--- config.mk ---
export PLATFORM = sky130hd
export DESIGN_NAME = tcb_lib_arbiter
export DESIGN_NICKNAME = d
export VERILOG_FILES = /design/src/rtl/tcb_lib_arbiter.sv
export SDC_FILE = /design/constraint.sdc
export NUM_CORES = 1
export LEC_CHECK = 0
export ABC_AREA = 1
export ABC_CLOCK_PERIOD_IN_PS = 1200
export CORE_AREA = 2 2 121 123
export DETAILED_ROUTE_END_ITERATION = 10
export DIE_AREA = 0 0 123 125
export GPL_ROUTABILITY_DRIVEN = 0
export PLACE_DENSITY_LB_ADDON = 0.05
export SLEW_MARGIN = 5
export SYNTH_ARGS = -nofsm -noshare
export SYNTH_HDL_FRONTEND = slang
export SYNTH_SLANG_ARGS = --single-unit
--- constraint.sdc ---
create_clock -name clk -period 1.2 [get_ports clk]
set_input_delay 0.24 -clock clk [delete_from_list [all_inputs] [get_ports clk]]
set_output_delay 0.24 -clock clk [all_outputs]
set_load 0.02 [all_outputs]
--- src/rtl/tcb_lib_arbiter.sv ---
// Round-robin arbiter merging MPN TCB manager ports onto one subordinate port.
// The grant is combinational when idle and held while the subordinate stalls; responses are routed back through a delay line.
module tcb_lib_arbiter #(
  parameter  int unsigned MPN = 2,
  parameter  int unsigned ADR = 32,
  parameter  int unsigned DAT = 32,
  parameter  int unsigned DLY = 1,
  localparam int unsigned BEN = DAT/8,
  localparam int unsigned IW  = $clog2(MPN)
)(
  input  logic               clk,
  input  logic               rst,
  // manager ports
  input  logic [MPN-1:0]     man_vld,
  output logic [MPN-1:0]     man_rdy,
  input  logic [MPN-1:0]     man_wen,
  input  logic [MPN*ADR-1:0] man_adr,
  input  logic [MPN*BEN-1:0] man_ben,
  input  logic [MPN*DAT-1:0] man_wdt,
  output logic [MPN*DAT-1:0] man_rdt,
  output logic [MPN-1:0]     man_sts,
  // subordinate port
  output logic               sub_vld,
  input  logic               sub_rdy,
  output logic               sub_wen,
  output logic [ADR-1:0]     sub_adr,
  output logic [BEN-1:0]     sub_ben,
  output logic [DAT-1:0]     sub_wdt,
  input  logic [DAT-1:0]     sub_rdt,
  input  logic               sub_sts,
  // response routing
  output logic [IW-1:0]      rsp_idx,
  output logic               rsp_vld
);

  typedef enum logic {ST_OPEN, ST_LOCK} lck_st_t;

  lck_st_t          st_q, st_d;
  logic [IW-1:0]    ptr_q;
  logic [IW-1:0]    gnt_q;
  logic [IW-1:0]    gnt_rr;
  logic [IW-1:0]    gnt;
  logic             lck;
  logic             trn;
  logic             found;
  int unsigned      scan;

  logic [ADR-1:0]   adr_a [MPN];
  logic [BEN-1:0]   ben_a [MPN];
  logic [DAT-1:0]   wdt_a [MPN];

  // Round-robin scan starting just after the last granted port
  always_comb begin
    gnt_rr = ptr_q;
    found  = 1'b0;
    scan   = 0;
    for (int unsigned k = 1; k <= MPN; k++) begin
      scan = (32'(ptr_q) + k) % MPN;
      if (!found && man_vld[IW'(scan)]) begin
        gnt_rr = IW'(scan);
        found  = 1'b1;
      end
    end
  end

  // Reset overrides a held lock so the unlocked grant is visible during reset
  assign lck     = (st_q == ST_LOCK) && !rst;
  assign gnt     = lck ? gnt_q : gnt_rr;
  assign sub_vld = (|man_vld) | lck;
  assign trn     = sub_vld & sub_rdy & ~rst;

  always_ff @(posedge clk) begin
    if (rst) st_q <= ST_OPEN;
    else     st_q <= st_d;
  end

  always_comb begin
    st_d = st_q;
    case (st_q)
      ST_OPEN: if (sub_vld && !sub_rdy) st_d = ST_LOCK;
      ST_LOCK: if (sub_rdy)             st_d = ST_OPEN;
      default:                          st_d = ST_OPEN;
    endcase
  end

  // Grant is captured every open cycle; it becomes the held grant on lock entry
  always_ff @(posedge clk) begin
    if (rst) begin
      gnt_q <= '0;
      ptr_q <= IW'(MPN-1);
    end else begin
      if (st_q == ST_OPEN) gnt_q <= gnt_rr;
      if (trn)             ptr_q <= gnt;
    end
  end

  for (genvar i = 0; i < MPN; i++) begin : g_port
    assign adr_a[i]   = man_adr[i*ADR +: ADR];
    assign ben_a[i]   = man_ben[i*BEN +: BEN];
    assign wdt_a[i]   = man_wdt[i*DAT +: DAT];
    assign man_rdy[i] = sub_rdy & ~rst & (gnt == IW'(i));
    assign man_sts[i] = sub_sts & rsp_vld & (rsp_idx == IW'(i));
  end

  assign sub_wen = man_wen[gnt];
  assign sub_adr = adr_a[gnt];
  assign sub_ben = ben_a[gnt];
  assign sub_wdt = wdt_a[gnt];
  assign man_rdt = {MPN{sub_rdt}};

  // Response delay line of {valid, index}
  if (DLY == 0) begin : g_rsp_comb
    assign rsp_vld = trn;
    assign rsp_idx = gnt;
  end else begin : g_rsp_pipe
    logic [DLY-1:0]    pv_q;
    logic [DLY*IW-1:0] pi_q;

    always_ff @(posedge clk) begin
      if (rst) pv_q <= '0;
      else     pv_q <= DLY'({pv_q, trn});
    end

    always_ff @(posedge clk) begin
      pi_q <= (DLY*IW)'({pi_q, gnt});
    end

    assign rsp_vld = pv_q[DLY-1] & ~rst;
    assign rsp_idx = pi_q[DLY*IW-1 -: IW];
  end

  // A locked manager must keep its request up until the transfer completes
  always @(posedge clk) begin
    if (lck) begin
      assert (man_vld[gnt_q])
        else $error("tcb_lib_arbiter: locked manager %0d dropped man_vld", gnt_q);
    end
  end

endmodule

==> key figures <==
Detailed routing
  • Residual DRC: 0
  • Wire length per cell: 14.3 µm
  • Via count: 2565
  • DR iter-0 viols: 37
  • Vias/cell: 3.69
  • Total Wirelength: 9940 µm
  • Drt first pass iters: 2
  • Remaining antenna violation count: 0

Synth
  • Cell count after synthesis: 327
  • EDFF count, synth: 0
  • Yosys cell types: 15
  • Area fraction of the dominant cell type after synthesis: 0.451
  • Yosys reg bits: 5
  • Synth top area cells: nand2_1 (45%), buf_4 (28%), buf_6 (8.4%), dfxtp_1 (5.8%), nand2_2 (4.3%)
  • Synth Area per Inst: 5.30 µm²
  • Synth Net Count: 503
  • Synth area leader: nand2_1
  • Dominant synthesized flop cell: dfxtp_1
  • Sequential area share after synthesis: 0.0578
  • YS warnings: 0
  • Post-synthesis cell area: 0.00173 mm²
  • Synth top cells by count: nand2_1 (208), buf_4 (64), buf_6 (13)
  • Top-count cell post-synth: nand2_1
  • Fraction of registers with async set/reset: 0

Power
  • PnR Total Power: 4.36 mW
  • Pwr Density: 830 mW/mm²
  • Combinational share of power: 0.830
  • Sw Ratio: 0.411
  • P_sw: 1.79 mW
  • Seq pwr share: 0.045
  • Max IR drop VDD: 375 µV
  • Leakage: 2.57 nW
  • Pint: 2.56 mW
  • Clock share of power: 0.125

Floorplan
  • Core area: 0.0142 mm²
  • Top Ports: 316
  • Die Width: 123 µm
  • Rows: 44
  • Die height: 125 µm
  • Die ar.: 0.0154 mm²
  • Initial Util: 0.122

Finish
  • Fillers: 1504
  • Share of post-route cells with drive strength above 1: 0.578
  • P&R area growth vs syn: 203%
  • N_diodes: 0
  • Final Net Count: 689
  • Design area: 0.00525 mm²

Place
  • Placed instance area: 0.00413 mm²
  • # port buffers: 219
  • Detailed placement HPWL: 6470 µm

CTS
  • Root Driver: clkbuf_16
  • Clock latency on the worst-skew pair: 230 ps
  • Clock Path Buffers: 2
  • CTS Buf Count: 3
  • H-tree depth: 1
  • Total clock sinks: 5
  • CTS tree: built
  • Worst-path clk slew: 30 ps
  • Hold bufs inserted after CTS: 0

Job
  • MaxCap Viol Count: 0

Setup path
  • Kind of critical path: reg2out
  • Worst Setup End Kind: output pin
  • WP data arrival: 1480 ps
  • Crit-path max FO: 5
  • WP data required: 960 ps
  • Startpoint types: flop

Timing
  • Fin crit period: 1720 ps
  • Final setup vio count: 74
  • Clock Skews: 1.06 ps
  • Tcrit/Tclk final: 1.43
  • RSZ-0062 raised after global routing: true
  • F_max: 0.581 GHz
  • Worst-Margin Slew: 205 ps
  • Total negative slack: -34120 ps
  • Final hold violation count: 0
  • Final WS setup: -520 ps
  • Slew Limit Fails: 0
  • Rel. slew slack: 0.863

Min path
  • Worst Hold Class: in2reg

Global routing
  • Global-route wire length before repair: 13600 µm
  • Congestion Overflow GR: 0
  • Initial antenna violation count: 0
  • Vias in the first global route: 2717
  • GRT Total Usage: 0.113
  • Largest net degree at the start of global routing: 19

Status
  • Failing checks: negative setup slack
  • Run status: finished, violations left
final cells by class:
class,instances,area (µm²),share of cell area
Inverter,9,36.3,0.00691
Clock buffer,4,78.8,0.0150
Sequential cell,5,104,0.0198
Timing Repair Buffer,258,2970,0.566
Multi-Input combinational cell,236,1830,0.348
Tap cell,184,230,0.0439
cells in the final DEF, fill, tap and decap left out, drive strengths merged:
cell,Yosys,final
buf,78,109
dlygate4sd2,0,3
clkdlybuf4s50,0,139
clkbuf,0,10
dlymetal6s2s,0,1
dfxtp,5,5
nor2,7,7
nand2,223,224
inv,9,9
nand3,2,2
a21oi,3,3
kinds of logic after synthesis:
logic type	after synthesis	synth area share
buf+inv	87	0.394
flops	5	0.0578
compound gates	3	0.0108
simple gates	232	0.537
per-stage QoR:
step                      instances  worst slack (ps)  utilization  hold slack (ps)
after detailed placement        667             -1210        0.291              480
after global placement          667             -1210        0.291              480
after floorplan                 327             -52.7            -              304
final                           696              -520        0.370              442
after global routing            696              -589        0.370              480
after CTS                       688              -564        0.336              480
power groups by stage:
| stage | Clock (mW) | Combinational (mW) | Sequential, mW |
|---|---|---|---|
| after floorplan | 0 | 1.68 | 0.200 |
| after global placement | 0 | 2.67 | 0.196 |
| after detailed placement | 0 | 2.66 | 0.196 |
| after CTS | 0.553 | 3.27 | 0.196 |
| after global routing | 0.570 | 3.84 | 0.197 |
| final | 0.544 | 3.62 | 0.196 |
flip-flops by register name, summed over array words and instances (netlist names):
register	cells
rsp_idx	1
gnt_q	1
st_q	1
ptr_q	1
g_rsp_pipe.pv_q	1
metal layers:
layer	routed length, µm	track usage
met2	5440	0.228
met4	125	0.0241
met1	3260	0.106
met3	1100	0.0388
met5	0	0
what timing repair did:
action,CTS,global route
pin swaps,27,23
hold endpoints to repair,0,0
gates cloned,11,6
setup buffers,6,3
endpoints found under the setup margin,79,75
resized for setup,480,102
worst max-delay path: stages, from the launching register on:
cell,delay [ps]
dfxtp_2,320
inv_2,60
nand2_2,60
nand3_2,90
nand2_4,100
buf_12,160
buf_16,130
buf_12,120
nand2_4,50
nand2_4,40
buf_6,120
final timing paths:
check,startpoint,endpoint,slack [ps],cells past startpoint
worst min-delay path,rst,st_q,440,5
worst min register to register,st_q,g_rsp_pipe.pv_q,550,2
worst max register to register,ptr_q,ptr_q,-10,8
worst max-delay path,ptr_q,sub_wdt[10],-520,10
Power figures use the tool's default switching activity.
